<file path="config.mk">
export PLATFORM = sky130hd
export DESIGN_NAME = addsub_arbiter
export DESIGN_NICKNAME = d
export VERILOG_FILES = /design/src/rtl/addsub_arbiter_pkg.sv /design/src/rtl/addsub_arbiter_sat.sv /design/src/rtl/addsub_arbiter.sv
export SDC_FILE = /design/constraint.sdc
export NUM_CORES = 1
export LEC_CHECK = 0
export CORE_MARGIN = 3
export CORE_UTILIZATION = 40
export CTS_CLUSTER_SIZE = 28
export DETAILED_ROUTE_END_ITERATION = 6
export GPL_TIMING_DRIVEN = 0
export MAX_ROUTING_LAYER = met4
export PLACE_DENSITY = 0.68
export SYNTH_ARGS = -nofsm -noshare
export SYNTH_HDL_FRONTEND = slang
export SYNTH_HIERARCHICAL = 1
export SYNTH_SLANG_ARGS = --single-unit
</file>
<file path="constraint.sdc">
create_clock -name clk -period 5.19 [get_ports clk]
set_input_delay 0.7785 -clock clk [delete_from_list [all_inputs] [get_ports clk]]
set_output_delay 0.7785 -clock clk [all_outputs]
set_load 0.02 [all_outputs]
</file>
<file path="src/rtl/addsub_arbiter_pkg.sv">
// Shared types and constants for the add/sub arbiter.
// Stage bundles carry operands and results between registers.
package addsub_pkg;

    localparam int DATA_W = 8;
    localparam logic [DATA_W-1:0] SAT_MAX = 8'h7F;
    localparam logic [DATA_W-1:0] SAT_MIN = 8'h80;

    typedef logic port_id_t;

    typedef struct packed {
        logic [DATA_W-1:0] a;
        logic [DATA_W-1:0] b;
        logic              sub;
        port_id_t          id;
    } s1_t;

    typedef struct packed {
        logic [DATA_W-1:0] sum;
        logic              cout;
        logic              ovf;
        port_id_t          id;
    } s2_t;

endpackage

</file>
<file path="src/rtl/addsub_arbiter_sat.sv">
// Combinational 8-bit signed add/subtract with saturation.
// Subtract is a + ~b + 1; cout is the raw 9th bit.
module sat_addsub8
    import addsub_pkg::*;
(
    input  logic [DATA_W-1:0] a_i,
    input  logic [DATA_W-1:0] b_i,
    input  logic              sub_i,
    output logic [DATA_W-1:0] sum_o,
    output logic              cout_o,
    output logic              ovf_o
);

    logic [DATA_W-1:0] b_eff;
    logic [DATA_W-1:0] raw;
    logic              ovf;

    // Raw sum, overflow detect and clamp toward the operand sign
    always_comb begin
        b_eff = sub_i ? ~b_i : b_i;
        {cout_o, raw} = {1'b0, a_i} + {1'b0, b_eff}
                      + {{DATA_W{1'b0}}, sub_i};
        ovf = (a_i[DATA_W-1] == b_eff[DATA_W-1])
            && (raw[DATA_W-1] != a_i[DATA_W-1]);
        ovf_o = ovf;
        if (ovf) begin
            sum_o = a_i[DATA_W-1] ? SAT_MIN : SAT_MAX;
        end else begin
            sum_o = raw;
        end
    end

endmodule

</file>
<file path="src/rtl/addsub_arbiter.sv">
// Two-port round-robin front end for one shared saturating adder.
// Optional saturation counter: define ADDSUB_SATCNT_EN.
module addsub_arbiter
    import addsub_pkg::*;
#(
    parameter bit RR_INIT = 1'b0
) (
    input  logic       clk,
    input  logic       rst_n,
    input  logic       req0_valid,
    output logic       req0_ready,
    input  logic [7:0] req0_a,
    input  logic [7:0] req0_b,
    input  logic       req0_sub,
    input  logic       req1_valid,
    output logic       req1_ready,
    input  logic [7:0] req1_a,
    input  logic [7:0] req1_b,
    input  logic       req1_sub,
    output logic       rsp_valid,
    input  logic       rsp_ready,
    output logic [7:0] rsp_sum,
    output logic       rsp_cout,
    output logic       rsp_ovf,
    output logic       rsp_id
`ifdef ADDSUB_SATCNT_EN
    ,
    output logic [7:0] sat_count
`endif
);

    s1_t      s1_q, s1_d;
    logic     s1_v_q, s1_v_d;
    s2_t      s2_q, s2_d;
    logic     rsp_v_q, rsp_v_d;
    port_id_t rr_q, rr_d;

    logic     s2_load;
    logic     s1_load;
    logic     any_v;
    port_id_t cand;
    logic     accept;
    s1_t      req_sel;

    logic [DATA_W-1:0] alu_sum;
    logic              alu_cout;
    logic              alu_ovf;

    sat_addsub8 u_alu (
        .a_i    (s1_q.a),
        .b_i    (s1_q.b),
        .sub_i  (s1_q.sub),
        .sum_o  (alu_sum),
        .cout_o (alu_cout),
        .ovf_o  (alu_ovf)
    );

    // Arbitration, handshakes and next state of both stages
    always_comb begin
        s2_load = !rsp_v_q || rsp_ready;
        s1_load = !s1_v_q || s2_load;
        any_v   = req0_valid || req1_valid;
        if (req0_valid && req1_valid) begin
            cand = rr_q;
        end else begin
            cand = req1_valid;
        end
        accept     = rst_n && s1_load && any_v;
        req0_ready = accept && (cand == 1'b0);
        req1_ready = accept && (cand == 1'b1);
        if (cand) begin
            req_sel = '{a: req1_a, b: req1_b,
                        sub: req1_sub, id: 1'b1};
        end else begin
            req_sel = '{a: req0_a, b: req0_b,
                        sub: req0_sub, id: 1'b0};
        end
        rr_d   = accept ? ~cand : rr_q;
        s1_v_d = s1_load ? accept : s1_v_q;
        s1_d   = (s1_load && accept) ? req_sel : s1_q;
        rsp_v_d = s2_load ? s1_v_q : rsp_v_q;
        if (s2_load && s1_v_q) begin
            s2_d = '{sum: alu_sum, cout: alu_cout,
                     ovf: alu_ovf, id: s1_q.id};
        end else begin
            s2_d = s2_q;
        end
    end

    // Pipeline registers and round-robin pointer
    always_ff @(posedge clk or negedge rst_n) begin
        if (!rst_n) begin
            s1_q    <= '0;
            s1_v_q  <= 1'b0;
            s2_q    <= '0;
            rsp_v_q <= 1'b0;
            rr_q    <= RR_INIT;
        end else begin
            s1_q    <= s1_d;
            s1_v_q  <= s1_v_d;
            s2_q    <= s2_d;
            rsp_v_q <= rsp_v_d;
            rr_q    <= rr_d;
        end
    end

    assign rsp_valid = rsp_v_q;
    assign rsp_sum   = s2_q.sum;
    assign rsp_cout  = s2_q.cout;
    assign rsp_ovf   = s2_q.ovf;
    assign rsp_id    = s2_q.id;

`ifdef ADDSUB_SATCNT_EN
    logic [7:0] cnt_q, cnt_d;

    // Count delivered saturated results, sticking at 255
    always_comb begin
        cnt_d = cnt_q;
        if (rsp_v_q && rsp_ready && s2_q.ovf && (cnt_q != 8'hFF)) begin
            cnt_d = cnt_q + 8'd1;
        end
    end

    // Saturation counter register
    always_ff @(posedge clk or negedge rst_n) begin
        if (!rst_n) begin
            cnt_q <= '0;
        end else begin
            cnt_q <= cnt_d;
        end
    end

    assign sat_count = cnt_q;
`endif

endmodule

</file>
After elaboration in Yosys (flattened, before gate mapping)
Index checks and enable logic that the tools add are counted.
Storage, ports and cells
  register bits: 32
  latch bits: 0
  RAM bits: 0
  ROM bits: 0
  bits of input ports: 39
  output and inout bits: 14
  word-level logic and storage cells: 35
  memories: 0
Cells by class
  add/subtract/negate cells: 2
  multipliers: 0
  divide/modulo/power cells: 0
  $lt $le $gt $ge: 0
  equal/unequal tests: 2
  shift operators: 0
  muxes and demuxes: 5
  bitwise operators: 2
  reduce and logical (&&, ||, !) cells: 13
Operators by type and width (number)
  2-to-1 mux 8 bit: 3
  2-to-1 mux 18 bit: 1
  adder 8 x 8 -> 9 bit: 1
  adder 9 x 1 -> 9 bit: 1
  logical AND 1 bit: 8
  NOT 8 bit: 1
  logical OR 1 bit: 3
  zero test 1 bit: 2
  == test 1 bit: 1
  2-to-1 mux 1 bit: 1
  inequality test 1 bit: 1
  NOT 1 bit: 1

Logic depth before layout (Yosys ltp)
Gate-level depths: netlist of run 1.
  depth in word-level cells: 7
  mapped depth: 10
  mapped depth without buffers: 9

Modules after synthesis
The synthesis of run 1 kept the hierarchy.
By module, submodules not included
  addsub_arbiter: instances 1, cells an instance 143, area each 1514.0 um^2, sequential area each 800.8 um^2
  sat_addsub8: instances 1, cells an instance 76, area each 540.5 um^2, sequential area each 0.0 um^2

Worst setup path before layout of run 1
Ideal clock, no wire load.
  path type: input -> output
  from: in rsp_ready
  to: out req1_ready
  data arrival time: 1.792 ns
  data required time: 4.411 ns
  slack: 2.620 ns
  stages on the path: 4
  buffers on the path: 1
  path through: nand3b_1 clkbuf_1 nand2_1 nor3_1
On the way
  word-level cells in the longest chain between the ends: 5
Ends and longest elaborated chain
  from (decl): RTL line addsub_arbiter.sv:21  | input logic rsp_ready,
  logical OR 1 bit: RTL line addsub_arbiter.sv:60  | s2_load = !rsp_v_q || rsp_ready;
  logical OR 1 bit: RTL line addsub_arbiter.sv:61  | s1_load = !s1_v_q || s2_load;
  logical AND 1 bit (2 in series): RTL line addsub_arbiter.sv:68  | accept = rst_n && s1_load && any_v;
  logical AND 1 bit: RTL line addsub_arbiter.sv:70  | req1_ready = accept && (cand == 1'b1);
  to (decl): RTL line addsub_arbiter.sv:16  | output logic req1_ready,
No other way between the ends.

Final worst setup path of run 1
Ends and elaborated chain as after synthesis.

==> results of run 1 <==
==> cell usage after synthesis, types with 2 or more instances <==
| cell type | number |
|---|---|
| clkbuf_1 | 8 |
| xor2_1 | 9 |
| mux2_2 | 11 |
| nand2b_1 | 4 |
| buf_2 | 4 |
| o32a_1 | 2 |
| o21a_1 | 2 |
| nand2_1 | 9 |
| ha_1 | 7 |
| o21ai_0 | 20 |
| a21oi_1 | 27 |
| buf_6 | 5 |
| inv_1 | 4 |
| o21ai_1 | 3 |
| o211ai_1 | 17 |
| a31oi_1 | 17 |
| and2_1 | 2 |
| dfrtp_1 | 32 |
| xnor2_1 | 3 |
| nor2_1 | 14 |
==> area by class of cell <==
| type | instances | area [sq um] | share of cell area (%) |
|---|---|---|---|
| multi-input combinational | 163 | 1120 | 41.0 |
| sequential | 32 | 801 | 29.4 |
| timing repair buffer | 51 | 505 | 18.6 |
| buffer | 19 | 119 | 4.37 |
| tap | 67 | 83.8 | 3.08 |
| clock buffer | 6 | 72.6 | 2.67 |
| inverter | 5 | 18.8 | 0.690 |
| clock inverter | 1 | 5.00 | 0.184 |
==> logic make-up after synthesis <==
logic type               count (synthesis)  synth area share (%)
buffers and inverters                   24                  6.70
AND/OR/NAND/NOR                         34                  7.55
AO/OA/AOI/OAI                           96                  29.0
XOR/XNOR                                12                  5.12
multiplexers                            13                  7.43
adder cells (fa/ha/maj)                  8                  5.24
flip-flops                              32                  39.0
==> worst max-delay path by stage <==
stage	from	to	slack [ps]
global route	rsp_ready	req1_ready	1450
floorplan	rsp_ready	req1_ready	2620
global placement	rst_n	req1_ready	620
detailed placement	rsp_ready	req1_ready	1630
CTS	rsp_ready	req1_ready	1610
finish	rsp_ready	req1_ready	1610
==> sequential cells by signal, summed over array words and instances, names as in the netlist <==
name	flops
s1_v_q	1
s1_q	18
rsp_id	1
rsp_valid	1
rsp_sum	8
rsp_cout	1
rsp_ovf	1
rr_q	1
==> cells in the final DEF (no fill, tap or decap), types with 2 or more instances in the layout <==
master / synthesis / routed
buf_2: 4 / 5
nor2_1: 14 / 14
o21ai_1: 3 / 3
clkbuf_1: 8 / 9
nand2b_1: 4 / 4
mux2_2: 11 / 11
xnor2_1: 3 / 3
xor2_1: 9 / 9
buf_6: 5 / 5
clkdlybuf4s50_1: 0 / 50
a21oi_1: 27 / 27
o21a_1: 2 / 2
and2_1: 2 / 2
o21ai_0: 20 / 20
a31oi_1: 17 / 17
inv_1: 4 / 4
clkbuf_8: 0 / 5
o32a_1: 2 / 2
o211ai_1: 17 / 17
ha_1: 7 / 7
dfrtp_1: 32 / 32
nand2_1: 9 / 9
==> metrics by stage <==
stage | cells | power (mW) | hold WS, ps | setup slack [ps]
after floorplan | 219 | 0.887 | 457 | 2620
after global placement | 337 | 1.09 | 471 | 617
after detailed placement | 337 | 1.10 | 480 | 1630
after CTS | 344 | 1.28 | 497 | 1610
after global routing | 344 | 1.38 | 525 | 1450
final | 344 | 1.27 | 492 | 1610
==> power by group through the flow <==
stage / combinational (mW) / sequential (mW) / clock, mW
2_1_floorplan: 0.469 / 0.418 / 0
6_report: 0.733 / 0.366 / 0.176
5_1_grt: 0.807 / 0.379 / 0.192
3_3_place_gp: 0.722 / 0.370 / 0
3_5_place_dp: 0.733 / 0.371 / 0
4_1_cts: 0.736 / 0.367 / 0.182
==> routing by layer <==
layer  vias to the layer above  wire length (um)  track usage [%]
met1                       831              2260             21.8
met5                         -                 0                -
met3                         9               215             3.25
met2                        58              2230             26.7
met4                         0                74             5.34
li1                        934                 -                -
==> impl_results.md, run 1 <==
* Status: complete, no violations
* Switching Fraction at between 30% and 40%
* Tcrit/Tclk final at a little under 70%
* IO Port Bufs at 51
* Core area at a little under 5000 sq um
* Register share of total power at between 20% and 30%
* Hold EP: rsp_valid$_DFFE_PN0P_
* Worst-path cell chain: clkdlybuf4s50_1 > nand3b_1 > clkbuf_1 > nand2_1 > nor3_1 > clkdlybuf4s50_1
* Slew HR at about half
* LEAKAGE at 1.07 nW
* Synth Instances at 219
* Final routed DRC violation total at 0
* Critical-path maximum fanout at 10
* Critical Path End Type: output pin
* Width of the die at ~78 um
* Reg2reg path depth at 9
* Number of synthesized flops with an enable pin at 0
* Combinational share of power at 57.5%
* RSZ-0062 raised after global routing: false
* Hold Path Origin: s1_v_q$_DFFE_PN0P_
* Clk pwr share at roughly 14%
* Share of the synthesized area in the top cell type at between 30% and 40%
* Final Wtd Congestion at between 0.8 and 0.9
* # fillers at ~460
* CTS H-tree depth at 2
* Hold Path Stages at 1
* Final hold viol count at 0
* Synth Register Bits at 32
* Number of setup buffers added after CTS at 0
* Wire per inst at between 10 and 15 um
* Die footprint at ~6000 sq um
* Die H at ~78 um
* P_int at 772 uW
* Core Util, Final at 56.1%
* GRT overflow at 0
* Sequential share of the synthesized area at around two fifths
* DP Wirelength at between 3000 and 4000 um
* Slew Limit Fails at 0
* Final nets at 324
* CTS resizes at 0
* Max stage delay cell, worst path: clkdlybuf4s50_1
* Post-Syn Area at between 2000 and 2500 sq um
* Initial Util at roughly 42%
* Post-synth top area cell: dfrtp_1
* Crit path buf inv count at 3
* First-pass GRT wire length at around 8000 um
* Worst R2R End: rsp_sum[4]$_DFFE_PN0P_
* Clock Tree Buf Depth at 2
* Initial antenna violation count at 0
* Largest net degree at the start of global routing at 34
* Drt pass-1 iters at 4
* Max stage delay on crit path at ~650 ps
* Synth area leaders: dfrtp_1 39%, a21oi_1 6.6%, o211ai_1 6.2%, mux2_2 6.0%, a31oi_1 5.2%
* Peak supply drop at between 150 and 200 uV
* CP Data Arrival Time at about 2800 ps
* Finish-stage setup viols at 0
* Startpoint Class: primary input
* Cell variety after synth at 39
* Worst R2R Setup Slack at roughly 2600 ps
* Final ANT Viol Nets at 0
* CP top delay family: buffers and inverters
* Max cap viols at 0
* # clock sinks at 32
* Sw Pwr at roughly 500 uW
* Average size of a mapped cell at about 9.4 sq um
* Fin crit period at around 3600 ps
* Root Buffer: clkbuf_8
* WL final at roughly 4800 um
* Vias per cell at 5.33
* DR vias at 1832
* Reg2reg start: s1_q[1]$_DFFE_PN0P_
* Ports at 53
* GRT Total Usage at roughly 17%
* Most used flip-flop cell after synthesis: dfrtp_1
* Vias in the first global route at between 1500 and 2000
* Most used cell, CP: clkdlybuf4s50_1
* Worst Max-Slew Pin Slew at between 700 and 800 ps
* Hold Path Class: reg2reg
* Crit path depth at 6
* Post-route cell area at ~2700 sq um
* PwrDens at about 470 nW/um^2
* Clock transition at path regs at about 60 ps
* CTS Hold Bufs at 0
* Synth Warn # at 6
* # rows at 25
* Mapped Nets at roughly 270
* Area growth, synth to finish at 32.5%
* Fmax at around 280 MHz
* Clk_lat worst skew at around 270 ps
* Async S/R FF share, synth at 100%
* Final TNS setup at 0 ps
* Worst Skew at around 4.6 ps
* Worst setup path class: in2out
* CTS tree: done
* Worst path required time at 4410 ps
* Number of buffers created by CTS at 5
* Placed instance area at roughly 2600 sq um
* Number of DRC markers in iteration 0 at 87
* ANT cells at 0
* Share of layout cells above drive strength 1 at about an eighth
(Power assumes the default switching activity.)
==> run 2: changes to the inputs <==
Settings changed: PLACE_DENSITY 0.68 to 0.7.
Clock period 5.19 ns to 3 ns, I/O delays scaled along.
==> run 2 against run 1 <==
Effect of this change: via count rose by 1.1%; critical path type unchanged; largest power group unchanged; critical path depth did not move; cell area rose by 0.28%.
==> impl_results.md, run 2 (synthesis results as in run 1) <==
* Largest net degree at the start of global routing at 34 (unchanged)
* Final routed DRC violation total at 0 (unchanged)
* GRT Total Usage at 16.9% (+0.063 points)
* Fmax at between 300 and 400 MHz
* Crit path buf inv count at 3 (unchanged)
* IO Port Bufs at 51 (unchanged)
* Initial Util at 42.4% (unchanged)
* Tightest hold margin at 138 ps (-354 ps)
* Switching Fraction at 39.6% (+0.22 points)
* LEAKAGE at 1.07 nW (+0.21%)
* # rows at 25 (unchanged)
* DR vias at 1853 (+1.1%)
* Vias in the first global route at 1824 (+2.7%)
* Number of DRC markers in iteration 0 at 74 (-15%)
* Placed Instances at 337 (unchanged)
* First-pass GRT wire length at 8120 um (+1.1%)
* Core area at 4850 sq um (unchanged)
* PwrDens at 811 nW/um^2 (+73%)
* Final Wtd Congestion at 0.817 (-3.0%)
* Worst Skew at 7.41 ps (+2.81 ps)
* # clock sinks at 32 (unchanged)
* Die H at 77.7 um (unchanged)
* Worst path required time at 2550 ps (-1860 ps)
* Final ANT Viol Nets at 0 (unchanged)
* Worst-path cell chain: clkdlybuf4s50_1 > nand3b_1 > clkbuf_2 > nand2_1 > nor3_1 > clkdlybuf4s50_1
* Width of the die at 77.7 um (unchanged)
* Most frequent cells in the layout: 50 x clkdlybuf4s50_1, 32 x dfrtp_1, 27 x a21oi_1
* Share of layout cells above drive strength 1 at 12.6% (+0.72 points)
* Tcrit/Tclk final at around 93%
* Most flop-heavy register: s1_q
* Max cap viols at 0 (unchanged)
* Worst setup path class: in2out
* CP Data Arrival Time at 2350 ps (-450 ps)
* Startpoint Class: primary input
* Post-Place Setup Slack at 18.1 ps (-1610 ps)
* ANT cells at 0 (unchanged)
* Final nets at 324 (unchanged)
* Sw Pwr at 877 uW (+75%)
* Peak supply drop at 259 uV (+49%)
* Status: complete, no violations
* WL final at 4680 um (-2.3%)
* Wire per inst at 13.6 um (-2.3%)
* Ports at 53 (unchanged)
* RSZ-0062 raised after global routing: false
* Root Buffer: clkbuf_8
* Clk pwr share at 13.9% (about the same)
* Most used cell, CP: clkdlybuf4s50_1
* DP Wirelength at 3710 um (about the same)
* GRT overflow at 0 (unchanged)
* Max FFs per register at 18 (unchanged)
* Finish-stage setup viols at 0 (unchanged)
* Final TNS setup at 0 ps (unchanged)
* Register share of total power at 28.6% (about the same)
* Clock Tree Buf Depth at 2 (unchanged)
* Drt pass-1 iters at 5 (+1)
* Number of buffers created by CTS at 5 (unchanged)
* Fin cells at 344 (unchanged)
* Max stage delay on crit path at 650 ps (about the same)
* Slew Limit Fails at 0 (unchanged)
* Vias per cell at 5.39 (+1.1%)
* CTS tree: done
* Setup slack after layout at 197 ps (-1410 ps)
* Max stage delay cell, worst path: clkdlybuf4s50_1
* Hold Path Class: in2async
* CP top delay family: buffers and inverters
* Clk_lat worst skew at 280 ps (about the same)
* Worst Max-Slew Pin Slew at 577 ps (-157 ps)
* Critical Path End Type: output pin
* Critical-path maximum fanout at 10 (unchanged)
* Commonest non-fill, non-tap cell in the layout: clkdlybuf4s50_1
* Initial antenna violation count at 0 (unchanged)
* Area growth, synth to finish at 32.8%
* Fin crit period at roughly 2800 ps
* P_int at 1.34 mW (+73%)
* Slew HR at 61.5% (+10 points)
* Combinational share of power at 57.5% (about the same)
* Die footprint at 6030 sq um (unchanged)
* CTS Hold Bufs at 0 (unchanged)
* CTS H-tree depth at 2 (unchanged)
* Final hold viol count at 0 (unchanged)
* Clock transition at path regs at 70 ps (about the same)
[run 2: changes by cell type in the layout (fill, tap and decap cells not counted)]
cell	change
clkbuf_2	+1
clkbuf_4	+1
buf_2	-1
clkinvlp_4	+1
clkbuf_1	-2
[run 2: cell type report]
class	instances	area, sq um
Clock inverter	2	12.5
Tap cell	67	83.8
Inverter	5	18.8
Multi-Input combinational cell	163	1120
Timing Repair Buffer	51	508
Buffer	19	120
Sequential cell	32	801
Clock buffer	5	68.8
Fill cell	455	2120
[run 2: timing repair]
action / CTS / global route
setup endpoints to repair: 0 / 1
buffers inserted: 0 / 0
gates resized for setup: 0 / 3
[run 2: path summary, 6_finish.rpt]
kind | start | to | slack, ps | cells past startpoint
setup / recovery | rsp_ready | req1_ready | 200 | 6
hold / removal | rst_n | s1_q[1]$_DFFE_PN0P_ | 140 | 1
setup reg to reg | s1_q[1]$_DFFE_PN0P_ | rsp_sum[4]$_DFFE_PN0P_ | 380 | 9
hold reg to reg | s1_v_q$_DFFE_PN0P_ | rsp_valid$_DFFE_PN0P_ | 490 | 1
max in group asynchronous | rst_n | rsp_sum[1]$_DFFE_PN0P_ | 2550 | 1
min in group clk | req1_valid | s1_q[1]$_DFFE_PN0P_ | 490 | 3
[run 2: through the flow]
| stage | instance area, sq um | total power, mW | util, % |
|---|---|---|---|
| 2_1_floorplan | 2050 | 1.53 | - |
| 3_3_place_gp | 2650 | 1.88 | 54.6 |
| 3_5_place_dp | 2640 | 1.91 | 54.5 |
| 4_1_cts | 2730 | 2.23 | 56.2 |
| 5_1_grt | 2730 | 2.41 | 56.3 |
| 6_report | 2730 | 2.21 | 56.3 |
[run 2: metal layers]
| metal | share of wire [%] | GRT usage, % | vias up |
|---|---|---|---|
| li1 | - | - | 925 |
| met1 | 45 | 20.5 | 852 |
| met2 | 47 | 27.6 | 66 |
| met3 | 5.6 | 3.36 | 10 |
| met4 | 2.3 | 6.76 | 0 |
| met5 | 0 | - | - |
[run 2: power by group through the flow]
stage                     clock network (mW)  logic [mW]  registers [mW]
final                                  0.309        1.27           0.632
after global routing                   0.340        1.42           0.651
after CTS                              0.319        1.28           0.635
after detailed placement                   0        1.27           0.642
after global placement                     0        1.24           0.641
after floorplan                            0       0.812           0.722
